===== src/rtl/demod_frame_ctrl.sv =====
// 4-FSK demodulator sequencer: symbol strobe, sync hunt, length read and
// payload byte packing onto a valid/ready byte interface.
module demod_frame_ctrl #(
  parameter int          SYM_PERIOD = 128,
  parameter int          SAMPLE_DLY = 2,
  parameter logic [7:0]  SYNC_WORD  = 8'hD3
) (
  input  logic       clk,
  input  logic       reset,
  input  logic       en,
  input  logic [1:0] sym_in,
  output logic       sym_strobe,
  output logic [7:0] byte_data,
  output logic       byte_valid,
  input  logic       byte_ready,
  output logic       frame_start,
  output logic       frame_done,
  output logic       ovf_err,
  output logic [1:0] state
);

  // state | IDLE: disabled, HUNT: sync search, LEN: length byte, PAYLOAD: byte packing/drain
  typedef enum logic [1:0] {IDLE = 2'd0, HUNT = 2'd1, LEN = 2'd2, PAYLOAD = 2'd3} state_t;

  localparam int CW = ($clog2(SYM_PERIOD) > 8) ? $clog2(SYM_PERIOD) : 8;

  logic [CW-1:0]         cnt;
  logic [SAMPLE_DLY-1:0] dly, dly_nxt;
  logic                  tick;

  state_t     cur_state, nxt_state;
  logic [7:0] shreg, shreg_nxt, len, len_nxt, byte_cnt, byte_cnt_nxt;
  logic [7:0] byte_data_nxt, shifted;
  logic [1:0] sym_cnt, sym_cnt_nxt;
  logic       byte_valid_nxt, frame_start_nxt, frame_done_nxt, ovf_err_nxt;
  logic       accepted;

  assign sym_strobe = en && (cnt == CW'(SYM_PERIOD - 1));
  assign tick       = dly[SAMPLE_DLY-1];
  assign state      = cur_state;
  assign shifted    = {shreg[5:0], sym_in};
  assign accepted   = byte_valid && byte_ready;

  always_comb begin
    dly_nxt    = dly << 1;
    dly_nxt[0] = sym_strobe;
  end

  always_ff @(posedge clk) begin
    if (reset || !en) begin
      cnt <= '0;
      dly <= '0;
    end else begin
      cnt <= sym_strobe ? '0 : cnt + CW'(1);
      dly <= dly_nxt;
    end
  end

  always_ff @(posedge clk) begin
    if (reset) begin
      cur_state   <= IDLE;
      shreg       <= '0;
      len         <= '0;
      byte_cnt    <= '0;
      sym_cnt     <= '0;
      byte_data   <= '0;
      byte_valid  <= 1'b0;
      frame_start <= 1'b0;
      frame_done  <= 1'b0;
      ovf_err     <= 1'b0;
    end else begin
      cur_state   <= nxt_state;
      shreg       <= shreg_nxt;
      len         <= len_nxt;
      byte_cnt    <= byte_cnt_nxt;
      sym_cnt     <= sym_cnt_nxt;
      byte_data   <= byte_data_nxt;
      byte_valid  <= byte_valid_nxt;
      frame_start <= frame_start_nxt;
      frame_done  <= frame_done_nxt;
      ovf_err     <= ovf_err_nxt;
    end
  end

  always_comb begin
    nxt_state       = cur_state;
    shreg_nxt       = shreg;
    len_nxt         = len;
    byte_cnt_nxt    = byte_cnt;
    sym_cnt_nxt     = sym_cnt;
    byte_data_nxt   = byte_data;
    byte_valid_nxt  = accepted ? 1'b0 : byte_valid;
    frame_start_nxt = 1'b0;
    frame_done_nxt  = 1'b0;
    ovf_err_nxt     = 1'b0;

    if (!en) begin
      nxt_state      = IDLE;
      shreg_nxt      = '0;
      len_nxt        = '0;
      byte_cnt_nxt   = '0;
      sym_cnt_nxt    = '0;
      byte_valid_nxt = 1'b0;
    end else begin
      case (cur_state)
        IDLE: nxt_state = HUNT;
        HUNT: begin
          if (tick) begin
            shreg_nxt = shifted;
            if (shifted == SYNC_WORD) begin
              frame_start_nxt = 1'b1;
              shreg_nxt       = '0;
              sym_cnt_nxt     = '0;
              nxt_state       = LEN;
            end
          end
        end
        LEN: begin
          if (tick) begin
            shreg_nxt   = shifted;
            sym_cnt_nxt = sym_cnt + 2'd1;
            if (sym_cnt == 2'd3) begin
              shreg_nxt = '0;
              if (shifted == 8'd0) begin
                nxt_state = HUNT;
              end else begin
                len_nxt      = shifted;
                byte_cnt_nxt = '0;
                nxt_state    = PAYLOAD;
              end
            end
          end
        end
        PAYLOAD: begin
          if (byte_cnt == len) begin
            // all bytes packed; only the last handshake remains
            if (accepted) begin
              frame_done_nxt = 1'b1;
              byte_cnt_nxt   = '0;
              nxt_state      = HUNT;
            end
          end else if (tick) begin
            shreg_nxt   = shifted;
            sym_cnt_nxt = sym_cnt + 2'd1;
            if (sym_cnt == 2'd3) begin
              shreg_nxt = '0;
              if (!byte_valid || accepted) begin
                byte_data_nxt  = shifted;
                byte_valid_nxt = 1'b1;
                byte_cnt_nxt   = byte_cnt + 8'd1;
              end else begin
                ovf_err_nxt    = 1'b1;
                byte_valid_nxt = 1'b0;
                byte_cnt_nxt   = '0;
                nxt_state      = HUNT;
              end
            end
          end
        end
        default: nxt_state = IDLE;
      endcase
    end
  end

endmodule

===== config.mk =====
export PLATFORM = sky130hd
export DESIGN_NAME = demod_frame_ctrl
export DESIGN_NICKNAME = d
export VERILOG_FILES = /design/src/rtl/demod_frame_ctrl.sv
export SDC_FILE = /design/constraint.sdc
export NUM_CORES = 1
export LEC_CHECK = 0
export CORE_AREA = 5 5 73 75
export CTS_CLUSTER_DIAMETER = 60
export DETAILED_ROUTE_END_ITERATION = 8
export DIE_AREA = 0 0 78 80
export GPL_TIMING_DRIVEN = 0
export PLACE_DENSITY = 0.72
export SYNTH_ARGS = -nofsm -noshare
export SYNTH_HDL_FRONTEND = slang
export SYNTH_SLANG_ARGS = --single-unit

===== constraint.sdc =====
create_clock -name clk -period 2.1 [get_ports clk]
set_input_delay 0.315 -clock clk [delete_from_list [all_inputs] [get_ports clk]]
set_output_delay 0.315 -clock clk [all_outputs]
set_load 0.1 [all_outputs]

### Word level (Yosys, flattened, before mapping)

Cells that the tools add are included.

| cells by class | value |
|---|---|
| equality and inequality tests | 17 |
| multiplexer cells | 40 |
| reductions and logical operators | 21 |
| bitwise gates (word level) | 7 |
| add/subtract/negate cells | 3 |

Operators with widths:

| cell | count |
|---|---|
| two-way mux 8 bit | 13 |
| two-way mux 2 bit | 14 |
| one-hot mux 8 bit (3 select lines) | 1 |
| adder 8 x 1 -> 8 bit (second input constant) | 2 |
| one-hot mux 8 bit (2 select lines) | 1 |
| inequality test 2 bit (second input constant) | 6 |
| inequality test 3 bit (second input constant) | 4 |
| two-way mux 1 bit | 9 |
| == test 8 x 7 -> 1 bit (second input constant) | 1 |
| == test 8 bit | 1 |
| == test 8 bit (second input constant) | 1 |
| logical NOT 8 bit | 1 |
| one-hot mux 2 bit (4 select lines) | 1 |
| AND reduction 4 bit | 2 |
| AND reduction 8 bit | 1 |
| OR reduction 4 bit | 2 |
| inverter 1 bit | 7 |
| AND reduction 7 bit | 1 |
| == test 2 bit (second input constant) | 3 |
| one-hot mux 2 bit (3 select lines) | 1 |
| AND reduction 6 bit | 1 |
| OR reduction 6 bit | 1 |
| OR reduction 2 bit | 2 |
| AND reduction 3 bit | 1 |
| 8 further kinds | 11 |

| storage, ports and cells | value |
|---|---|
| input bits | 6 |
| register bits after elaboration | 50 |
| logic and storage cells | 100 |
| output and inout port bits | 15 |

### Depth between registers and ports, before layout

Gate-level depths: netlist (run 1).

| depth | value |
|---|---|
| word-level depth | 7 |
| gate-level depth with buffers | 8 |
| depth with buffers taken out | 7 |

### Worst setup path before layout (run 1)

No wires, ideal clock.

| timing | value |
|---|---|
| path type | register to register |
| start | register cur_state[1] (netlist: state[1]) |
| end | register byte_cnt[2] |
| data required time | 1.967 ns |
| clock period less this slack | 2.621 ns |
| arrival time | 2.488 ns |
| cell stages (with the launch flop) | 8 |
| buffers on the path | 1 |
| library setup time | 0.133 ns |
| setup slack | -0.521 ns |
| path through | dfxtp_1 ha_1 clkbuf_1 inv_1 o41ai_4 nor2_1 nand4_1 o221ai_1 |

| on the way | value |
|---|---|
| longest elaborated chain between the ends | 3 |
| elaborated cells on any way between the ends | 11 |
| those cells by class | 8 x eq/ne; 1 x mux; 2 x reduce/logical |

RTL lines:

| what | line | RTL |
|---|---|---|
| start: declaration | 31 | `state_t cur_state, nxt_state;` |
| start signal: assignment | 72 | `cur_state <= nxt_state;` |
| == test 2 bit | 105 | `case (cur_state)` |
| inequality test 3 bit (no line), or another cell as far along | n/a |  |
| AND reduction 7 bit (no line) | n/a |  |
| end signal: assignment | 75 | `byte_cnt <= byte_cnt_nxt;` |
| end: declaration | 32 | `logic [7:0] shreg, shreg_nxt, len, len_nxt, byte_cnt, byte_cnt_nxt;` |

Several ways; a longest one is shown, not always the timed one.
A chain may end at the register's enable or synchronous reset.

### Worst setup path in the final report (run 1)

| timing | value |
|---|---|
| start | input port sym_in[1] |
| end | register len[1] |

| on the way | value |
|---|---|
| longest elaborated chain between the ends | 3 |

RTL lines:

| what | line | RTL |
|---|---|---|
| start: declaration | 11 | `input logic [1:0] sym_in,` |
| logical NOT 8 bit | 124 | `if (shifted == 8'd0) begin` |
| inverter 1 bit (no line) | n/a |  |
| AND reduction 4 bit (no line) | n/a |  |
| end signal: assignment | 74 | `len <= len_nxt;` |
| end: declaration | 32 |  |

Several ways; a longest one is shown, not always the timed one.

==> key figures, run 1 <==
Routing
  • Pre-antenna DRT Iters: 4
  • Total Wirelength: 5530 um
  • # DRC: 0
  • Vias: 2052
  • DRT antenna net count: 0
  • Vias/cell: 5.73
  • Wire length per cell: 15.4 um
  • DR iter-0 viols: 60

GRT
  • Largest net degree at the start of global routing: 17
  • Vias in the first global route: 1852
  • Initial antenna violation count: 0
  • GRT overflow: 0
  • First-pass GRT wire length: 8830 um
  • Total track usage: 0.176

Die
  • Die height: 80 um
  • Ports: 21
  • Die W: 78 um
  • Die Area: 6240 um2
  • Starting density of the core: 0.508
  • CORE AREA: 4600 um2
  • Row count: 25

Setup path
  • Worst Path Class, Setup: input port to flip-flop
  • CP arrival: 2.24 ns
  • Critical Path RT: 2.28 ns
  • Critical-path cell list: clkdlybuf4s50_1, or4_4, o31ai_2, or2_1, clkbuf_4, mux2i_1, nor2_1
  • CP bufs+invs: 2
  • Cell family with most CP delay: simple AND/OR/NAND/NOR gates
  • Crit path max fanout: 8
  • Crit path launch type: input port
  • CP max stage cell: or4_4
  • Critical path endpoint category: flip-flop
  • Worst path max stage delay: 0.57 ns

Yosys
  • Cells after Synth: 268
  • Syn Nets: 280
  • Top post-synthesis cells by area: dfxtp_1, mux2i_1, nand2_1
  • Yosys warns: 0
  • Fraction of registers with async set/reset: 0
  • Count of different cell masters after synthesis: 45
  • Post-synth EDFFs: 0
  • Count leader, synth: dfxtp_1
  • Sequential area share after synthesis: 0.411
  • Syn Std Cell Area: 2340 um2
  • Synthesized flop and latch total: 48
  • Share of the synthesized area in the top cell type: 0.411
  • Avg Inst Size Synth: 8.72 um2
  • Post-synth top cells: dfxtp_1, nand2_1, nor2_1, nand3_1, mux2i_1
  • Yosys top cell by area: dfxtp_1
  • Most used DFF post-synth: dfxtp_1

Clock network
  • H-tree levels: 2
  • Clk sinks: 48
  • CTS Buffer Depth: 2
  • Num CTS Buffers: 5
  • Reg clk slew, reported paths: 0.10 ns
  • Clk root buf: clkbuf_8
  • CTS tree: yes
  • Clk_lat worst skew: 0.30 ns

Worst hold path
  • Hold Crit Class: input port to flip-flop

Cells and area
  • Layout Utilization: 0.626
  • Design Area, Final: 2880 um2
  • Layout cells sized above 1: 0.155
  • Antenna Cells: 0
  • Fin nets: 315
  • Layout Cells excl Fill: 358
  • Synth-to-layout area growth: 23.2%

Power and ir drop
  • P_leak: 0.00119 uW
  • Power Density: 588 nW/um2
  • Peak supply drop: 0.414 mV

STA
  • Final Hold Viols: 0
  • Max-slew headroom: 0.354
  • Final min period: 2.05 ns
  • Part of the cycle the worst path needs: 0.977
  • Final setup violation count: 0
  • Max Freq: 0.488 GHz
  • Slew @ Worst Pin: 0.968 ns
  • Max Slew Vio Count: 0
  • Worst Skew: 0.00804 ns

Place
  • RePlAce Congestion: 0.835
  • HPWL after DPL: 3800 um
  • Buffers on Ports: 20
  • Dpl cells: 342
  • Placed Instance Area: 2610 um2

Job
  • Max-Cap Viols: 0

Run status
  • Status: completed
==> state kept, by name, summed over array words and instances (netlist names) <==
name,cells
cnt,8
byte_cnt,8
shreg,6
sym_cnt,2
byte_data,8
dly,2
frame_start,1
len,8
byte_valid,1
frame_done,1
state,2
ovf_err,1
==> tightest hold or removal path, stage by stage <==
cell            delay, ns
dlymetal6s2s_1       0.19
nand3_1              0.09
o21ai_1              0.06
==> what timing repair did <==
action | in CTS | in global routing
hold buffers | 0 | 0
pin swaps | 4 | 3
buffers inserted | 8 | 2
gates resized for setup | 18 | 19
setup endpoints to repair | 20 | 31
==> power breakdown <==
part,switching [uW],leakage (uW),internal [uW]
Clock,328,0.0000583,359
Sequential,5.45,0.000389,912
Combinational,58.9,0.000746,28.2
Total,393,0.00119,1300
==> cells in the final DEF (no fill, tap or decap), types with 3 or more instances in the layout <==
master / n
clkbuf_1: 8
nor3_1: 4
nand2b_1: 3
a21oi_1: 11
dfxtp_1: 44
mux2i_1: 16
o21ai_0: 3
dlygate4sd2_1: 8
and3_1: 5
xor2_1: 9
nand2_1: 32
xor2_2: 3
inv_1: 7
o21ai_1: 8
clkdlybuf4s50_1: 6
ha_1: 6
or2_2: 3
nand4_1: 9
nand3_1: 19
o2111ai_1: 3
nor2_1: 26
clkbuf_8: 5
dlymetal6s2s_1: 5
buf_4: 9
==> cell type report <==
type / count / area (um2)
sequential: 48 / 971
clock buffer: 5 / 68.8
clock inverter: 3 / 47.5
tap: 54 / 67.6
timing repair buffer: 30 / 300
multi-input combinational: 199 / 1340
fill: 412 / 1720
inverter: 7 / 26.3
buffer: 12 / 52.6
==> through the flow <==
step	total power (uW)	worst slack [ns]	hold WS (ns)	TNS [ns]
floorplan	992	0.0290	0.406	0
global placement	1020	-0.578	0.408	-6.23
detailed placement	1020	-0.607	0.422	-6.83
CTS	1710	0.00326	0.444	0
global route	1760	-0.0175	0.387	-0.0257
finish	1690	0.0490	0.390	0
==> path summary, 6_finish.rpt <==
check	from	slack, ns	depth (start not counted)	endpoint
max	sym_in[1]	0.05	7	len[1]
min	sym_in[0]	0.39	3	shreg[0]
max reg2reg	byte_cnt[7]	0.09	8	byte_cnt[3]
min reg2reg	dly[0]	0.44	1	dly[1]
==> cells by family (layout without fill, tap and decap cells) <==
kind of cell	count (synthesis)	count (layout)	synth area share
xor+xnor	14	14	0.0525
simple gates	117	117	0.253
flops	48	48	0.411
fa+ha+maj	6	6	0.0321
compound gates	46	46	0.148
buf+inv	21	57	0.0348
mux	16	16	0.0686
==> per-layer routing <==
| layer | part of all wire | up-vias | track usage | wire length (um) |
|---|---|---|---|---|
| met1 | 0.46 | 956 | 0.238 | 2540 |
| met5 | 0 | - | 0 | 0 |
| li1 | - | 1017 | - | - |
| met4 | 0.014 | 0 | 0.0405 | 75 |
| met2 | 0.47 | 69 | 0.282 | 2590 |
| met3 | 0.060 | 10 | 0.0429 | 331 |
No activity file was read; power rests on OpenSTA's default activity.
==> inputs of run 2 (changes only) <==
Clock period 2.1 ns to 2 ns, I/O delays scaled along.
==> key figures, run 2 (synthesis results as in run 1) <==
Run status
  • Status: completed

Routing
  • Total Wirelength: 5700 um (+3.0%)
  • DR iter-0 viols: 115 (+92%)
  • Pre-antenna DRT Iters: 4 (unchanged)
  • # DRC: 0 (unchanged)
  • Vias: 2053 (+0.049%)
  • Vias/cell: 5.77 (+0.61%)
  • DRT antenna net count: 0 (unchanged)
  • Wire length per cell: 16.0 um (+3.5%)

Setup path
  • Worst Path Class, Setup: flip-flop to output pin
  • Critical path endpoint category: output pin
  • CP arrival: 1.63 ns (-0.61 ns)
  • Crit path max fanout: 4 (-4)
  • Crit path launch type: flip-flop
  • Critical Path RT: 1.70 ns (-0.58 ns)

STA
  • Worst Skew: 0.0103 ns (+0.00228 ns)
  • Part of the cycle the worst path needs: 0.967
  • Worst Slack Setup Final: 0.0669 ns (+0.0179 ns)
  • RSZ-0062 raised after global routing: true
  • Final Hold Viols: 0 (unchanged)
  • Final setup violation count: 0 (unchanged)
  • Max Slew Vio Count: 0 (unchanged)
  • Slew @ Worst Pin: 0.966 ns (-0.00219 ns)
  • Max Freq: 0.517 GHz
  • Max-slew headroom: 0.359 (+0.00507)
  • Final min period: 1.93 ns

Place
  • RePlAce Congestion: 0.835 (about the same)
  • Buffers on Ports: 20 (unchanged)
  • Pre-CTS setup slack: -0.630 ns (-0.0228 ns)
  • HPWL after DPL: 3870 um (+1.8%)

Power and ir drop
  • Flop pwr share: 0.541 (about the same)
  • P_sw: 414 uW (+5.4%)
  • Comb pwr share: 0.054 (+0.003)
  • Peak supply drop: 0.471 mV (+14%)
  • Clk pwr share: 0.405 (about the same)
  • Internal power: 1370 uW (+5.1%)
  • Overall Power: 1780 uW (+5.2%)
  • Switching Share: 0.233 (+0.000414)
  • P_leak: 0.00116 uW (-2.6%)
  • Power Density: 600 nW/um2 (+2.0%)

GRT
  • Vias in the first global route: 2022 (+9.2%)
  • Initial antenna violation count: 0 (unchanged)
  • GRT overflow: 0 (unchanged)
  • Largest net degree at the start of global routing: 17 (unchanged)
  • First-pass GRT wire length: 9170 um (+3.9%)
  • Total track usage: 0.183 (+0.00781)

Clock network
  • CTS tree: yes
  • Clk root buf: clkbuf_8
  • Clk_lat worst skew: 0.30 ns (about the same)
  • Num CTS Buffers: 5 (unchanged)
  • Clk sinks: 48 (unchanged)
  • CTS Buffer Depth: 2 (unchanged)
  • # hold bufs at CTS: 0 (unchanged)
  • H-tree levels: 2 (unchanged)
  • Reg clk slew, reported paths: 0.10 ns (about the same)

Cells and area
  • Antenna Cells: 0 (unchanged)
  • Commonest cells after routing, fill and taps aside: dfxtp_1, nand2_1, nor2_1
  • Fin nets: 313 (-0.63%)
  • Most common cell after layout, fill and taps aside: dfxtp_1
  • Synth-to-layout area growth: 27.0%
  • Layout cells sized above 1: 0.202 (+0.0474)

Die
  • CORE AREA: 4600 um2 (unchanged)
  • Die W: 78 um (unchanged)
  • Starting density of the core: 0.508 (unchanged)
  • Row count: 25 (unchanged)
  • Ports: 21 (unchanged)
  • Die Area: 6240 um2 (unchanged)
  • Die height: 80 um (unchanged)

Job
  • Max-Cap Viols: 0 (unchanged)

Worst hold path
  • Hold Crit Class: input port to flip-flop
-- run 2: cell types whose count changed in the layout (fill, tap and decap cells not counted), moves of 3 or more --
cell / delta
dfxtp_2: +3
dlygate4sd2_1: +7
dlymetal6s2s_1: -4
clkbuf_1: -4
clkdlybuf4s50_1: -3
dfxtp_1: -3
-- run 2: power by group through the flow --
| stage | Clock [uW] | Sequential (uW) | Combinational, uW |
|---|---|---|---|
| 2_1_floorplan | 0 | 995 | 46.6 |
| 3_3_place_gp | 0 | 986 | 89.1 |
| 3_5_place_dp | 0 | 986 | 89.2 |
| 4_1_cts | 736 | 963 | 89.8 |
| 5_1_grt | 771 | 965 | 105 |
| 6_report | 720 | 964 | 95.9 |
-- run 2: path summary, 6_finish.rpt --
kind	start	endpoint	slack [ns]	cells past startpoint
setup / recovery	cnt[0]	sym_strobe	0.07	6
hold / removal	sym_in[1]	shreg[1]	0.36	3
setup reg to reg	state[0]	byte_cnt[5]	0.07	8
hold reg to reg	dly[0]	dly[1]	0.43	1
-- run 2: area by class of cell --
type,count,area (um2)
Fill cell,404,1630
Clock inverter,3,47.5
Tap cell,54,67.6
Multi-Input combinational cell,199,1450
Inverter,7,26.3
Sequential cell,48,975
Timing Repair Buffer,28,267
Clock buffer,5,68.8
Buffer,12,63.8
-- run 2: timing repair --
| action | 4_1_cts | 5_1_grt |
|---|---|---|
| resized for setup | 29 | 39 |
| pin swaps | 4 | 5 |
| setup endpoints to repair | 48 | 37 |
| setup buffers | 6 | 2 |
-- run 2: per-stage QoR --
stage	util	TNS, ns	hold WS (ns)	cell area [um2]	cells
after floorplan	-	-0.0311	0.406	2350	268
after global placement	0.570	-10.55	0.408	2620	342
after detailed placement	0.570	-10.79	0.413	2620	342
after CTS	0.610	-0.0815	0.435	2810	356
after global routing	0.645	-0.216	0.382	2970	356
final	0.645	0	0.359	2970	356
-- run 2: routing by layer --
layer | vias to the layer above | global-route usage | share of wire
met1 | 972 | 0.217 | 0.44
met5 | - | 0 | 0
met4 | 0 | 0.0693 | 0.010
met3 | 5 | 0.0587 | 0.077
li1 | 1014 | - | -
met2 | 62 | 0.309 | 0.48
-- run 2: worst max-delay path, cell delays in order (launching register included) --
cell      delay, ns
dfxtp_2        0.36
ha_1           0.20
nand3_2        0.11
nor2_2         0.14
nand4b_1       0.22
inv_2          0.13
buf_12         0.17
==> inputs of run 3 (changes only) <==
Settings changed: CORE_AREA 5 5 73 75 to 5 5 74 76, DIE_AREA 0 0 78 80 to 0 0 79 81, PLACE_DENSITY 0.72 to 0.73.
Clock period 2 ns to 1.7 ns, I/O delays scaled along.
==> key figures, run 3 (synthesis results as in run 1) <==
STA
  • Setup_tns: -2.21 ns (-2.21 ns)
  • Slew @ Worst Pin: 0.635 ns (-0.331 ns)
  • Final setup violation count: 37 (+37)
  • Part of the cycle the worst path needs: 1.14
  • Max-slew headroom: 0.577 (+0.218)
  • Max Freq: 0.517 GHz
  • Worst Slack Setup Final: -0.234 ns (-0.301 ns)
  • Final Hold Viols: 0 (unchanged)
  • RSZ-0062 raised after global routing: true
  • Worst hold slack: 0.419 ns (+0.0595 ns)
  • Worst Skew: 0.00549 ns (-0.00484 ns)
  • Max Slew Vio Count: 0 (unchanged)
  • Final min period: 1.93 ns

Clock network
  • Clk_lat worst skew: 0.32 ns (+0.02 ns)
  • H-tree levels: 2 (unchanged)
  • Clk root buf: clkbuf_8
  • CTS Buffer Depth: 2 (unchanged)
  • # hold bufs at CTS: 0 (unchanged)
  • Clk sinks: 48 (unchanged)
  • Num CTS Buffers: 5 (unchanged)
  • CTS tree: yes
  • Reg clk slew, reported paths: 0.10 ns (about the same)

Die
  • CORE AREA: 4660 um2 (+1.4%)
  • Starting density of the core: 0.501 (-0.00682)
  • Row count: 25 (unchanged)
  • Die height: 81 um (+1.3%)
  • Die Area: 6400 um2 (+2.5%)
  • Die W: 79 um (+1.3%)
  • Ports: 21 (unchanged)

Power and ir drop
  • Internal power: 1630 uW (+19%)
  • P_leak: 0.00133 uW (+15%)
  • Switching Share: 0.252 (+0.0189)
  • Flop pwr share: 0.516 (-0.025)
  • Peak supply drop: 0.549 mV (+17%)
  • Power Density: 603 nW/um2 (+0.61%)
  • Clk pwr share: 0.413 (+0.008)
  • P_sw: 548 uW (+32%)
  • Overall Power: 2180 uW (+22%)
  • Comb pwr share: 0.072 (+0.018)

Routing
  • DRT antenna net count: 0 (unchanged)
  • Vias/cell: 5.86 (+1.6%)
  • DR iter-0 viols: 164 (+43%)
  • Total Wirelength: 7040 um (+24%)
  • Pre-antenna DRT Iters: 4 (unchanged)
  • Vias: 2296 (+12%)
  • Wire length per cell: 18.0 um (+12%)
  • # DRC: 0 (unchanged)

GRT
  • Vias in the first global route: 2337 (+16%)
  • Initial antenna violation count: 0 (unchanged)
  • GRT overflow: 0 (unchanged)
  • Total track usage: 0.223 (+0.0391)
  • Largest net degree at the start of global routing: 18 (+1)
  • First-pass GRT wire length: 11200 um (+22%)

Worst hold path
  • Hold depth: 3 (unchanged)
  • Hold Crit Class: input port to flip-flop

Setup path
  • Crit path launch type: flip-flop
  • Crit path max fanout: 8 (+4)
  • RR Endpoint: len[6]
  • CP arrival: 2.12 ns (+0.49 ns)
  • Critical path endpoint category: flip-flop
  • Worst Path Class, Setup: flip-flop to flip-flop
  • Worst Setup EP: len[6]
  • Critical Path RT: 1.89 ns (+0.19 ns)
  • Crit. Startpoint: shreg[2]
  • Worst R2R Path Depth: 6 (-2)
  • R2r setup slk: -0.23 ns (-0.30 ns)
  • Reg2reg start: shreg[2]

Place
  • Buffers on Ports: 20 (unchanged)
  • Pre-CTS setup slack: -0.917 ns (-0.286 ns)
  • Dpl cells: 342 (unchanged)
  • HPWL after DPL: 3910 um (+0.94%)
  • RePlAce Congestion: 0.827 (-0.95%)

Run status
  • Status: complete, but fails checks
  • Failing checks: negative setup slack

Cells and area
  • Layout Cells excl Fill: 392 (+10%)
  • Commonest cells after routing, fill and taps aside: buf_4, nand2_1, nor2_1
  • Most common cell after layout, fill and taps aside: buf_4
  • Antenna Cells: 0 (unchanged)
  • Synth-to-layout area growth: 54.6%
  • Layout cells sized above 1: 0.479 (+0.277)
  • Fin nets: 349 (+12%)

Job
  • Max-Cap Viols: 0 (unchanged)
[run 3: cell types whose count changed in the layout (fill, tap and decap cells not counted), moves of 4 or more]
cell / before / now
nand2_1: 32 / 28
dfxtp_4: 2 / 8
a21oi_2: 0 / 4
dlygate4sd2_1: 15 / 2
dfxtp_1: 41 / 21
buf_6: 0 / 10
a21oi_1: 11 / 7
dfxtp_2: 5 / 19
buf_4: 8 / 35
ha_4: 0 / 4
clkdlybuf4s15_2: 0 / 13
[run 3: metal layers]
| layer | wire (um) | GRT usage | up-vias |
|---|---|---|---|
| met5 | 0 | 0 | - |
| met4 | 209 | 0.0756 | 0 |
| met3 | 316 | 0.0388 | 19 |
| met2 | 3640 | 0.402 | 71 |
| met1 | 2870 | 0.268 | 1120 |
| li1 | - | - | 1086 |
[run 3: power by group through the flow]
stage	combinational, uW	clock, uW	sequential (uW)
final	156	900	1120
after global routing	166	967	1130
after CTS	136	898	1120
after detailed placement	115	0	1160
after global placement	114	0	1160
after floorplan	62.5	0	1170
[run 3: what timing repair did]
item,4_1_cts,5_1_grt
endpoints found under the setup margin,58,45
buffers inserted,34,9
gates resized for setup,117,37
gates cloned,1,1
pin swaps,26,20
[run 3: through the flow]
step / util / area (um2)
floorplan: - / 2470
global placement: 0.588 / 2740
detailed placement: 0.588 / 2740
CTS: 0.732 / 3410
global route: 0.775 / 3610
finish: 0.775 / 3610
[run 3: layout make-up]
| cell class | count | area [um2] |
|---|---|---|
| well taps | 54 | 67.6 |
| clock buffers | 5 | 68.8 |
| repair buffers | 65 | 606 |
| clock inverters | 3 | 50.0 |
| flip-flops and latches | 48 | 1010 |
| inverters | 7 | 30.0 |
| multi-input cells | 199 | 1700 |
| plain buffers | 11 | 80.1 |
| fillers | 293 | 1050 |
[run 3: worst min-delay path by stage]
stage,start,slack (ns),to
2_1_floorplan,sym_in[0],0.39,shreg[0]
3_3_place_gp,dly[0],0.41,dly[1]
3_5_place_dp,dly[0],0.42,dly[1]
4_1_cts,sym_in[1],0.43,shreg[1]
5_1_grt,sym_in[1],0.42,shreg[1]
6_report,sym_in[1],0.42,shreg[1]
[run 3: critical path: stages (launching register included)]
cell and delay, ns:
dfxtp_4 0.35, or4_4 0.57, o31ai_4 0.21, or2_1 0.17, buf_6 0.15, mux2i_2 0.26, nor2_1 0.09
